### config.mk
export PLATFORM = sky130hd
export DESIGN_NAME = scan_chain_slot
export DESIGN_NICKNAME = d
export VERILOG_FILES = /design/src/rtl/scan_chain_slot_pkg.sv /design/src/rtl/scan_edge_detect.sv /design/src/rtl/scan_chain_slot.sv
export SDC_FILE = /design/constraint.sdc
export NUM_CORES = 1
export LEC_CHECK = 0
export BUFFER_PORTS_ARGS = -buffer_cell sky130_fd_sc_hd__buf_2
export CAP_MARGIN = 20
export CORE_ASPECT_RATIO = 2
export CORE_UTILIZATION = 35
export DETAILED_ROUTE_END_ITERATION = 10
export HOLD_SLACK_MARGIN = 0.15
export PLACE_DENSITY = 0.67
export SLEW_MARGIN = 20
export SYNTH_ARGS = -nofsm -noshare
export SYNTH_HDL_FRONTEND = slang
export SYNTH_SLANG_ARGS = --single-unit
### constraint.sdc
create_clock -name clk -period 2.4 [get_ports clk]
set_input_delay 0.24 -clock clk [delete_from_list [all_inputs] [get_ports clk]]
set_output_delay 0.24 -clock clk [all_outputs]
set_load 0.1 [all_outputs]
### src/rtl/scan_chain_slot_pkg.sv
// rtl/scan_chain_slot_pkg.sv - shared scan chain sizing and shift-register action encoding
package scan_chain_slot_pkg;

  localparam int SCAN_IO_WIDTH    = 8;
  localparam int SCAN_NUM_DESIGNS = 8;

  typedef enum logic [1:0] {
    SR_HOLD    = 2'd0,
    SR_CAPTURE = 2'd1,
    SR_SHIFT   = 2'd2
  } sr_op_e;

  // Capture outranks a scan clock rise arriving in the same cycle.
  function automatic sr_op_e sr_op_sel(input logic select, input logic rise);
    if (select)    return SR_CAPTURE;
    else if (rise) return SR_SHIFT;
    else           return SR_HOLD;
  endfunction

endpackage

### src/rtl/scan_edge_detect.sv
// rtl/scan_edge_detect.sv - registers a sampled scan clock level and flags its rising edge
module scan_edge_detect (
  input  logic clk,
  input  logic reset,
  input  logic level_in,
  output logic rise_out
);

  logic level_q;

  always_ff @(posedge clk or posedge reset) begin
    if (reset) level_q <= 1'b0;
    else       level_q <= level_in;
  end

  assign rise_out = level_in & ~level_q;

endmodule

### src/rtl/scan_chain_slot.sv
// rtl/scan_chain_slot.sv - one scan chain slot: shifts, captures design outputs, latches design inputs
module scan_chain_slot
  import scan_chain_slot_pkg::*;
#(
  parameter int               WIDTH      = SCAN_IO_WIDTH,
  parameter logic [WIDTH-1:0] LATCH_INIT = '0
) (
  input  logic             clk,
  input  logic             reset,
  input  logic             scan_clk_in,
  input  logic             scan_data_in,
  input  logic             scan_select_in,
  input  logic             scan_latch_enable_in,
  output logic             scan_clk_out,
  output logic             scan_select_out,
  output logic             scan_latch_enable_out,
  output logic             scan_data_out,
  output logic [WIDTH-1:0] module_data_in,
  input  logic [WIDTH-1:0] module_data_out,
  output logic             frame_error
);

  localparam int             CW      = $clog2(WIDTH);
  localparam logic [CW-1:0] CNT_MAX = CW'(WIDTH - 1);

  logic             rise;
  sr_op_e           op;
  logic [WIDTH-1:0] shift_q, shift_d;
  logic [WIDTH-1:0] latch_q, latch_d;
  logic [CW-1:0]    cnt_q, cnt_d;
  logic             ferr_q, ferr_d;

  scan_edge_detect u_edge (
    .clk      (clk),
    .reset    (reset),
    .level_in (scan_clk_in),
    .rise_out (rise)
  );

  assign op = sr_op_sel(scan_select_in, rise);

  always_comb begin
    shift_d = shift_q;
    cnt_d   = cnt_q;
    latch_d = latch_q;
    ferr_d  = ferr_q;
    unique case (op)
      SR_CAPTURE: begin
        shift_d = module_data_out;
        cnt_d   = '0;
      end
      SR_SHIFT: begin
        shift_d = {shift_q[WIDTH-2:0], scan_data_in};
        cnt_d   = (cnt_q == CNT_MAX) ? '0 : cnt_q + 1'b1;
      end
      default: ;
    endcase
    // Latch copies the pre-update shift register so a coincident shift or capture is not seen.
    if (scan_latch_enable_in) begin
      latch_d = shift_q;
      cnt_d   = '0;
      if (cnt_q != '0) ferr_d = 1'b1;
    end
  end

  always_ff @(posedge clk or posedge reset) begin
    if (reset) begin
      shift_q <= '0;
      latch_q <= LATCH_INIT;
      cnt_q   <= '0;
      ferr_q  <= 1'b0;
    end else begin
      shift_q <= shift_d;
      latch_q <= latch_d;
      cnt_q   <= cnt_d;
      ferr_q  <= ferr_d;
    end
  end

  assign scan_clk_out          = scan_clk_in;
  assign scan_select_out       = scan_select_in;
  assign scan_latch_enable_out = scan_latch_enable_in;
  assign scan_data_out         = shift_q[WIDTH-1];
  assign module_data_in        = latch_q;
  assign frame_error           = ferr_q;

endmodule

# ---- Yosys cells after proc, flatten, opt, wreduce, memory -nomap -nowiden
# Index checks and enable logic that the tools add are counted.
dict set report word_totals {
  n_memories 0
  mem_bits_ro 0
  reg_bits 21
  in_bits 14
  out_inout_bits 13
  ramBits 0
  wordCells 21
  latch_bits 0
}
dict set report op_classes {
  n_shift 0
  n_bitwise 2
  n_addsub 1
  mux 6
  n_eq_ne 3
  n_lt_le_gt_ge 0
  div_mod_pow 0
  mul 0
  reduce_logical 4
}
# op n
set op_table {}
lappend op_table {{case mux 8 bit (2 select lines)} 1}
lappend op_table {{2-to-1 mux 3 bit} 2}
lappend op_table {{case mux 3 bit (2 select lines)} 1}
lappend op_table {{nonzero test 3 bit} 2}
lappend op_table {{2-to-1 mux 2 bit} 2}
lappend op_table {{adder 3 x 1 -> 3 bit, second input constant} 1}
lappend op_table {{equality test 3 bit, second input constant} 1}
lappend op_table {{equality test 2 x 1 -> 1 bit, second input constant} 1}
lappend op_table {{equality test 2 bit, second input constant} 1}
lappend op_table {{AND reduction 2 bit} 1}
lappend op_table {{nonzero test 2 bit} 1}
lappend op_table {{AND 1 bit} 1}
lappend op_table {{NOT 1 bit} 1}

# ---- Depth between registers and ports, before layout
# Gate-level depths: netlist (run 1).
dict set report depth {
  word_depth 7
  mapped_depth 5
  ltp_nobuf 5
}

# ---- Cells and area by module
# A second synthesis (run 1) with hierarchy kept.
dict set report unflattened {
  hier_cells 78
  hier_area_um2 954.7
}
# module seq_area_each_um2 cells_each n_inst area_each_um2
set by_module_without_submodules {}
lappend by_module_without_submodules {scan_chain_slot 500.5 75 1 912.1}
lappend by_module_without_submodules {scan_edge_detect 25.0 3 1 42.5}

# ---- Least setup slack after synthesis (run 1)
# No wires, ideal clock.
dict set report synth_timing {
  path_type {flip-flop to flip-flop}
  startpoint {register, netlist name shift_q[7]}
  endpoint {register shift_q[7]}
  setup_time_ns 0.078
  synth_period_minus_slack_ns 1.283
  path_buffers 0
  required_time_ns 2.322
  path_stages_with_launch 3
  arrival_ns 1.205
  path_slack_ns 1.117
  cell_sequence {dfrtp_1 mux2i_1 o21ai_1}
}
# element line_no
set synth_rtl {}
lappend synth_rtl {{end signal, assigned} scan_chain_slot.sv:73} ;# shift_q <= shift_d;
lappend synth_rtl {{end, declared} scan_chain_slot.sv:28} ;# logic [WIDTH-1:0] shift_q, shift_d;

# ---- Worst setup path in the final report (run 1)
dict set report layout_timing {
  startpoint {register cnt_q[0]}
  endpoint {register cnt_q[1]}
}
dict set report layout_via {
  elab_chain_cells 4
  elab_cells_between_ends 5
  cone_classes {add/sub: 1; eq/ne: 1; mux: 3}
}
# element line_no
set layout_rtl {}
lappend layout_rtl {{start, declared} scan_chain_slot.sv:30} ;# logic [CW-1:0] cnt_q, cnt_d;
lappend layout_rtl {{start signal, assigned} scan_chain_slot.sv:75} ;# cnt_q <= cnt_d;
lappend layout_rtl {{adder 3 x 1 -> 3 bit / equality test 3 bit (equally long branches)} scan_chain_slot.sv:54} ;# cnt_d = (cnt_q == CNT_MAX) ? '0 : cnt_q + 1'b1;
lappend layout_rtl {{2-to-1 mux 3 bit (*)} scan_chain_slot.sv:54}
lappend layout_rtl {{case mux 3 bit (2 select lines) (*)} scan_chain_slot.sv:47} ;# unique case (op)
lappend layout_rtl {{2-to-1 mux 3 bit (*)} scan_chain_slot.sv:59} ;# if (scan_latch_enable_in) begin
# Mark *: on every way between the ends. The rest lies on a longest branch, timed or not.
# A chain may end at the register's enable or synchronous reset.

==> results.md, run 1 <==
* Mapped Cells at 77
* Initial Util at between 30 and 40%
* Clock-pin transition on the worst setup and hold timing paths at 0.07 ns
* Setup Buffers After CTS at 0
* Max Fclk at 733 MHz
* Crit path to: cnt_q[1]
* HPWL after detailed placement at 1.26 mm
* Vias post-DR at 635
* CTS sink count at 21
* CTS max path bufs at 2
* Die X at 39.3 µm
* CTS Root Cell: clkbuf_8
* Inserted Clock Buffers at 3
* CTS resizes at 0
* Worst slew pin tran at between 0.7 and 0.8 ns
* Die area at 3010 µm²
* Final WL at 1.64 mm
* First-pass iteration count of the detailed router at 4
* Gr ovfl total at 0
* Final min period at around 1.4 ns
* Antenna violations before repair at 0
* Final GP Congestion at just under 0.7
* Final Cycle Share at ~57%
* Mean Syn Cell Area at roughly 13 µm²
* Vias per cell at 4.96
* Worst setup path category: flip-flop to flip-flop
* Io pins at 27
* Finish-stage setup viols at 0
* Max IR drop VDD at around 0.75 mV
* Seq cells post-synth at 21
* Arr. time, crit path at 1.54 ns
* CTS tree: done
* CP Max Fanout at 4
* Iteration-0 DRC Markers at 6
* Outcome: complete, no violations
* Core box area at 2600 µm²
* Die Ht at 76.5 µm
* Cell variety after synth at 20
* Worst reg2reg path endpoint: cnt_q[1]
* Overall routing resource usage at 13.3%
* Clk_lat worst skew at around 0.25 ns
* Critical path required time at between 2 and 3 ns
* Setup TNS at 0 ns
* Largest area contributor in the netlist: dfrtp_1
* Share of post-route cells with drive strength above 1 at around two fifths
* Mapped Area at 972 µm²
* Net Count, Synth at 94
* Layout net count at 118
* PwrDens at about 850 nW/µm²
* Critical Path Start Type: flip-flop
* R2R cell count at 5
* Max-slew violations at 0
* WHS at roughly 0.12 ns
* Drt drc at 0
* Cts hold-fix bufs at 0
* Largest net degree at the start of global routing at 22
* Crit. End Element: flip-flop
* Diode count at 0
* Largest cells by area after synthesis: dfrtp_1 (54%), mux2i_1 (10%), mux2_2 (9.3%)
* Synth top area share at 54.1%
* Worst Hold Class: input port to async pin
* RSZ-0062 raised after global routing: false
* Final worst clock skew at 0.00250 ns
* Final hold violations at 0
* Post-synthesis sequential area ratio at 54.1%
* Max Cap Violations at 0
* WL/cell at approximately 13 µm
* Syn. warnings at 0
* Pleak at ~0.59 nW
* Std-Cell Rows at 26
* Final ANT Viol Nets at 0
* FF-to-FF Start: cnt_q[0]
* PortBufs at 26
* FF-to-FF setup slack at 1.04 ns
* Rel. slew slack at 47.9%
* Number of H-tree levels at 1
* Synth-to-Final Area Change at 15.2%
* First-pass GRT wire length at 2.88 mm
* Worst setup path start: cnt_q[0]
* Filler Cell Count at between 200 and 300
* Vias in the first global route at 686
placed cells by master, fill, tap and decap left out, types with 2 or more instances in the layout:
| cell | netlist | routed |
|---|---|---|
| mux2_2 | 8 | 8 |
| dfrtp_1 | 21 | 21 |
| ha_1 | 3 | 3 |
| nor3_2 | 2 | 2 |
| o21ai_1 | 7 | 7 |
| mux2i_1 | 10 | 10 |
| buf_2 | 2 | 26 |
| inv_1 | 3 | 3 |
| clkbuf_8 | 0 | 3 |
| nand2_1 | 8 | 8 |
per-layer routing:
metal | global-route usage, % | vias up | part of all wire (%)
met5 | 0 | - | 0
met4 | 6.21 | 0 | 2.1
met3 | 1.75 | 5 | 2.9
met2 | 22.8 | 15 | 57
met1 | 15.0 | 312 | 38
li1 | - | 303 | -
worst min-delay path by stage:
stage | slack (ns) | to | cells past startpoint | start
floorplan | 0.22 | cnt_q[0] | 1 | reset
global placement | 0.42 | module_data_in[7] | 2 | reset
detailed placement | 0.43 | u_edge.level_q | 1 | scan_clk_in
CTS | 0.16 | shift_q[1] | 2 | reset
global route | 0.16 | u_edge.level_q | 1 | scan_clk_in
finish | 0.12 | module_data_in[6] | 2 | reset
state kept, by name, summed over array words and instances (netlist names):
signal,count
module_data_in,8
cnt_q,3
shift_q,8
u_edge.level_q,1
frame_error,1
cells by family (layout without fill, tap and decap cells):
| group | Yosys count | in the layout | synth area share [%] |
|---|---|---|---|
| fa+ha+maj | 3 | 3 | 3.86 |
| flops | 21 | 21 | 54.1 |
| compound gates | 10 | 10 | 5.40 |
| buf+inv | 10 | 33 | 7.72 |
| mux | 18 | 18 | 19.6 |
| simple gates | 15 | 15 | 9.39 |
through the flow:
step / std cells / power (mW) / utilization, % / area, µm² / setup WS (ns)
detailed placement: 124 / 0.744 / 41.3 / 1070 / 1.04
global placement: 124 / 0.739 / 41.3 / 1070 / 1.12
CTS: 128 / 0.970 / 43.0 / 1120 / 1.03
global route: 128 / 0.994 / 43.0 / 1120 / 0.934
finish: 128 / 0.956 / 43.0 / 1120 / 1.04
floorplan: 77 / 0.695 / - / 972 / 1.12
worst max-delay path: stages (launching register included):
cell and delay (ns):
dfrtp_1 0.42, ha_1 0.22, ha_1 0.19, and4bb_2 0.28, a21oi_1 0.05, nor3_1 0.13
where the power goes:
part,total (mW),internal [mW],switching (mW)
clock network,0.222,0.115,0.107
logic,0.319,0.0615,0.258
registers,0.415,0.392,0.0222
layout make-up:
class                           instances  area, µm²  area share (%)
Clock buffer                            3       41.3            3.69
Clock inverter                          1       5.00           0.447
Inverter                                3       11.3            1.01
Multi-Input combinational cell         46        372            33.2
Sequential cell                        21        526            46.9
Tap cell                               28       35.0            3.13
Timing Repair Buffer                   26        130            11.6
cells in the mapped netlist:
library cell  number
nor2_1             1
mux2i_1           10
buf_12             1
nand2b_4           1
nand2_1            8
nor3_1             1
buf_4              3
nand2b_1           1
and4bb_2           1
a21oi_1            1
o21ai_1            7
ha_1               3
a21o_1             1
mux2_2             8
buf_2              2
dfrtp_1           21
buf_6              1
o21ai_0            1
inv_1              3
nor3_2             2
Note: power is estimated with default switching activity, not from simulation.
==> run 2: changes to the inputs <==
--- a/config.mk
+++ b/config.mk
@@ -11,7 +11,7 @@
 export CORE_UTILIZATION = 35
 export DETAILED_ROUTE_END_ITERATION = 10
 export HOLD_SLACK_MARGIN = 0.15
-export PLACE_DENSITY = 0.67
+export PLACE_DENSITY = 0.69
 export SLEW_MARGIN = 20
 export SYNTH_ARGS = -nofsm -noshare
 export SYNTH_HDL_FRONTEND = slang
==> constraint.sdc (replaced) <==
create_clock -name clk -period 1.2 [get_ports clk]
set_input_delay 0.12 -clock clk [delete_from_list [all_inputs] [get_ports clk]]
set_output_delay 0.12 -clock clk [all_outputs]
set_load 0.1 [all_outputs]
==> results.md, run 2 (same netlist as run 1, synthesis figures left out) <==
* Outcome: complete, but fails checks
* Failing checks: setup timing
* Number of H-tree levels at 1
* Final ANT Viol Nets at 0
* CTS Root Cell: clkbuf_8
* Hold Path Stages at 3
* Inserted Clock Buffers at 3
* First-pass iteration count of the detailed router at 4
* HPWL after detailed placement at between 1 and 1.5 mm
* Iteration-0 DRC Markers at 6
* Final WL at 1.97 mm
* Layout net count at 133
* Share of post-route cells with drive strength above 1 at 50.4%
* Clock-pin transition on the worst setup and hold timing paths at 0.07 ns
* Core Util, Final at between 50% and 60%
* Final GP Congestion at around 0.69
* Worst setup path category: flip-flop to flip-flop
* Largest net degree at the start of global routing at 22
* PwrDens at around 1500 nW/µm²
* Max Fclk at roughly 790 MHz
* Drt drc at 0
* Finish-stage setup viols at 1
* Die area at between 3000 and 4000 µm²
* Final min period at 1.27 ns
* Crit. End Element: flip-flop
* Rel. slew slack at 68.0%
* Std-Cell Rows at 26
* Critical Path Start Type: flip-flop
* Overall routing resource usage at 15.2%
* First-pass GRT wire length at 3.12 mm
* Worst Hold Class: input port to flip-flop
* Max Cap Violations at 0
* Most common cell after layout, fill and taps aside: buf_2
* Die X at slightly below 40 µm
* Die Ht at 76.5 µm
* Critical path required time at 1.38 ns
* Total power at ~2.1 mW
* Pleak at between 0.6 and 0.7 nW
* Vias post-DR at about 690
* WL/cell at 13.8 µm
* Vias in the first global route at 706
* Setup TNS at -0.0685 ns
* Fin worst setup slack at -0.0685 ns
* Vias per cell at 4.85
* PortBufs at 26
* Commonest cells after routing, fill and taps aside: buf_2 (17), dfrtp_1 (12), dlygate4sd3_1 (11)
* Io pins at 27
* Final hold violations at 0
* Core box area at 2600 µm²
* Antenna violations before repair at 0
* Final worst clock skew at around 0.004 ns
* CP Max Fanout at 3
* RSZ-0062 raised after global routing: true
* Worst slew pin tran at 0.484 ns
* Diode count at 0
* R2R cell count at 5
* Gr ovfl total at 0
* Max IR drop VDD at ~1.1 mV
* Final Cycle Share at 106%
* Initial Util at 37.4%
* Clk_lat worst skew at approximately 0.26 ns
* CTS sink count at 21
* CTS max path bufs at 2
* CTS tree: done
* Synth-to-Final Area Change at 47.0%
* Arr. time, crit path at 1.45 ns
* Max-slew violations at 0
==> run 2: cell types whose count changed in the layout (fill, tap and decap cells not counted), moves of 2 or more <==
cell | before | now
ha_1 | 3 | 1
dlygate4sd3_1 | 0 | 11
buf_4 | 0 | 4
buf_12 | 0 | 9
buf_2 | 26 | 17
dfrtp_1 | 21 | 12
dfrtp_2 | 0 | 9
==> run 2: path summary, 6_finish.rpt <==
kind / to / start / slack (ns)
min reg2reg: module_data_in[7] / module_data_in[7] / 0.52
max reg2reg: cnt_q[1] / cnt_q[1] / -0.07
max: cnt_q[1] / cnt_q[1] / -0.07
min: shift_q[7] / scan_select_in / 0.28
max in group asynchronous: module_data_in[3] / reset / 0.53
min in group asynchronous: module_data_in[0] / reset / 0.43
==> run 2: area by class of cell <==
type,count,area (µm²)
timing repair buffer,41,405
inverter,3,11.3
tap,28,35.0
multi-input combinational,46,395
clock buffer,4,45.0
sequential,21,537
fill,239,1170
==> run 2: worst max-delay path, cell delays in order, from the launching register on <==
cell	delay, ns
dfrtp_1	0.41
ha_2	0.20
ha_4	0.15
and4bb_2	0.29
a21oi_2	0.04
nor3_2	0.10
==> run 2: routing by layer <==
metal  part of all wire, %  track usage (%)  vias up
met2                    58             24.8       20
met1                    34             16.9      332
met4                   4.5             9.66        0
met3                   3.4             2.62        9
met5                     0                0        -
li1                      -                -      333
==> run 2: stage by stage <==
| step | setup slack [ns] | hold WS, ns | cell area, µm² | std cells |
|---|---|---|---|---|
| 2_1_floorplan | -0.0311 | 0.0959 | 986 | 77 |
| 3_5_place_dp | -0.114 | 0.159 | 1240 | 126 |
| 4_1_cts | -0.0998 | 0.272 | 1410 | 142 |
| 6_report | -0.0685 | 0.275 | 1430 | 143 |
| 5_1_grt | -0.122 | 0.308 | 1430 | 143 |
| 3_3_place_gp | -0.0415 | 0.156 | 1240 | 126 |
==> run 2: what timing repair did <==
action / CTS / global route
resized for setup: 2 / 2
setup endpoints to repair: 2 / 2
endpoints found under the hold margin: 30 / 0
hold buffers: 11 / 0
pin swaps: 0 / 0
setup buffers: 1 / 1
==> run 2: power breakdown <==
| group | switching [mW] | internal, mW |
|---|---|---|
| registers | 0.0676 | 0.793 |
| clock network | 0.220 | 0.236 |
| logic | 0.527 | 0.274 |
| total | 0.815 | 1.30 |
==> run 3: changes to the inputs <==
--- a/config.mk
+++ b/config.mk
@@ -7,11 +7,13 @@
 export LEC_CHECK = 0
 export BUFFER_PORTS_ARGS = -buffer_cell sky130_fd_sc_hd__buf_2
 export CAP_MARGIN = 20
+export CELL_PAD_IN_SITES_DETAIL_PLACEMENT = 0
+export CELL_PAD_IN_SITES_GLOBAL_PLACEMENT = 2
 export CORE_ASPECT_RATIO = 2
-export CORE_UTILIZATION = 35
+export CORE_UTILIZATION = 29
 export DETAILED_ROUTE_END_ITERATION = 10
 export HOLD_SLACK_MARGIN = 0.15
-export PLACE_DENSITY = 0.69
+export PLACE_DENSITY = 0.82
 export SLEW_MARGIN = 20
 export SYNTH_ARGS = -nofsm -noshare
 export SYNTH_HDL_FRONTEND = slang
==> constraint.sdc (replaced) <==
create_clock -name clk -period 1.2 [get_ports clk]
set_input_delay 0 -clock clk [delete_from_list [all_inputs] [get_ports clk]]
set_output_delay 0 -clock clk [all_outputs]
set_load 0.1 [all_outputs]
==> results.md, run 3 (same netlist as run 1, synthesis figures left out) <==
* FF/Latch Area at about 540 µm²
* First-pass GRT wire length at 3.42 mm
* Antenna violations before repair at 0
* Most common cell after layout, fill and taps aside: buf_2
* Final WL at just over 2 mm
* WHS at approximately 0.13 ns
* Critical Path Start Type: flip-flop
* Vias per cell at 4.89
* HPWL after detailed placement at 1.38 mm
* Critical path required time at approximately 1.4 ns
* Final hold violations at 0
* Die Ht at ~84 µm
* Final worst clock skew at 0.00222 ns
* Std-Cell Rows at 29
* Share of post-route cells with drive strength above 1 at 46.7%
* Core box area at 3190 µm²
* Pleak at 0.658 nW
* Worst slew pin tran at 0.487 ns
* Final ANT Viol Nets at 0
* Initial Util at 30.4%
* CTS tree: done
* PwrDens at 1480 nW/µm²
* Overall routing resource usage at 12.7%
* FF-to-FF Start: cnt_q[0]
* Die area at 3600 µm²
* Non-Filler Instances at 151
* Filler Cell Count at 324
* Clock-pin transition on the worst setup and hold timing paths at 0.07 ns
* Final Cycle Share at 111%
* PortBufs at 26
* Synth-to-Final Area Change at 37.7%
* Crit. End Element: flip-flop
* Worst Hold Class: input port to flip-flop
* Final GP Congestion at 0.738
* First-pass iteration count of the detailed router at 3
* Io pins at 27
* Clk_lat worst skew at 0.26 ns
* Layout net count at around 140
* Inserted Clock Buffers at 3
* Die X at ~43 µm
* Diode count at 0
* Net Sw Power at 0.796 mW
* Post-Place Cells at 129
* Max IR drop VDD at between 0.6 and 0.7 mV
* CTS max path bufs at 2
* CTS Root Cell: clkbuf_8
* WL/cell at 13.3 µm
* Switching share of power at 40.1%
* Max Fclk at 750 MHz
* Final instance area at 1340 µm²
* Max-slew violations at 0
* Vias in the first global route at between 700 and 800
* Fin worst setup slack at -0.133 ns
* CP Max Fanout at 2
* CTS sink count at 21
* Rel. slew slack at 67.7%
* Seq pwr share at 42.2%
* Commonest cells after routing, fill and taps aside: buf_2 (26), dlygate4sd3_1 (16), dfrtp_1 (12)
* Vias post-DR at 739
* Worst setup path start: cnt_q[0]
* Placed inst area at roughly 1100 µm²
* Clock power share at between 20% and 30%
* Min-delay src: scan_select_in
* Outcome: complete, but fails checks
* Final min period at between 1 and 1.5 ns
* Largest net degree at the start of global routing at 22
* Iteration-0 DRC Markers at 13
* Max Cap Violations at 0
* Multi-input combinational cell area at just under 400 µm²
* Drt drc at 0
* Finish-stage setup viols at 1
* Total power at just under 2 mW
* RSZ-0062 raised after global routing: true
* Cell Int Power at between 1 and 1.5 mW
* Number of H-tree levels at 1
* Failing checks: setup timing
* Part of the power in combinational logic at about a third
* Worst setup path category: flip-flop to flip-flop
* Gr ovfl total at 0
* Pre-CTS WS at -0.112 ns
* Arr. time, crit path at 1.51 ns
[run 3: cell count changes in the layout (fill, tap and decap cells not counted)]
cell           previous run  this run
buf_12                    9         0
buf_2                    17        26
dlygate4sd3_1            11        16
a21oi_1                   0         1
a21oi_2                   1         0
nor3_1                    0         1
nor3_2                    3         2
[run 3: path summary, 6_finish.rpt]
check	to	slack, ns	depth (start not counted)
worst min-delay path	shift_q[7]	0.13	3
min in group asynchronous	module_data_in[2]	0.30	4
worst min register to register	frame_error	0.46	1
worst max register to register	cnt_q[1]	-0.13	5
worst max-delay path	cnt_q[1]	-0.13	5
max in group asynchronous	shift_q[7]	0.66	4
[run 3: metrics by stage]
stage | setup TNS [ns] | utilization, %
6_report | -0.133 | 41.9
5_1_grt | -0.206 | 41.9
4_1_cts | -0.114 | 42.2
3_5_place_dp | -0.112 | 34.6
3_3_place_gp | -0.0423 | 34.6
2_1_floorplan | -0.0311 | -
[run 3: power by group through the flow]
stage	combinational, mW	sequential (mW)	clock [mW]
finish	0.688	0.838	0.461
global route	0.721	0.848	0.512
CTS	0.697	0.840	0.470
detailed placement	0.651	0.854	0
global placement	0.644	0.851	0
floorplan	0.184	1.22	0
[run 3: worst max-delay path, cell delays in order (launching register included)]
cell      delay (ns)
dfrtp_1         0.40
ha_2            0.21
ha_4            0.15
and4bb_2        0.27
a21oi_1         0.04
nor3_1          0.17
[run 3: routing by layer]
metal,GRT usage [%],wire length (µm),up-vias
li1,-,-,346
met1,12.8,733,375
met2,22.7,1180,14
met3,1.30,36,4
met4,9.09,61,0
met5,0,0,-
[run 3: final cells by class]
class                   instances  share of cell area (%)
inverters                       3                   0.841
well taps                      31                    2.90
multi-input cells              46                    28.9
flip-flops and latches         21                    40.1
clock buffers                   4                    3.36
repair buffers                 46                    23.9
[run 3: what timing repair did]
item	CTS	global route
hold endpoints to repair	31	0
pin swaps	1	0
gates resized for setup	2	0
cloned	0	0
hold buffers	17	0
setup endpoints to repair	1	3
setup buffers	2	0
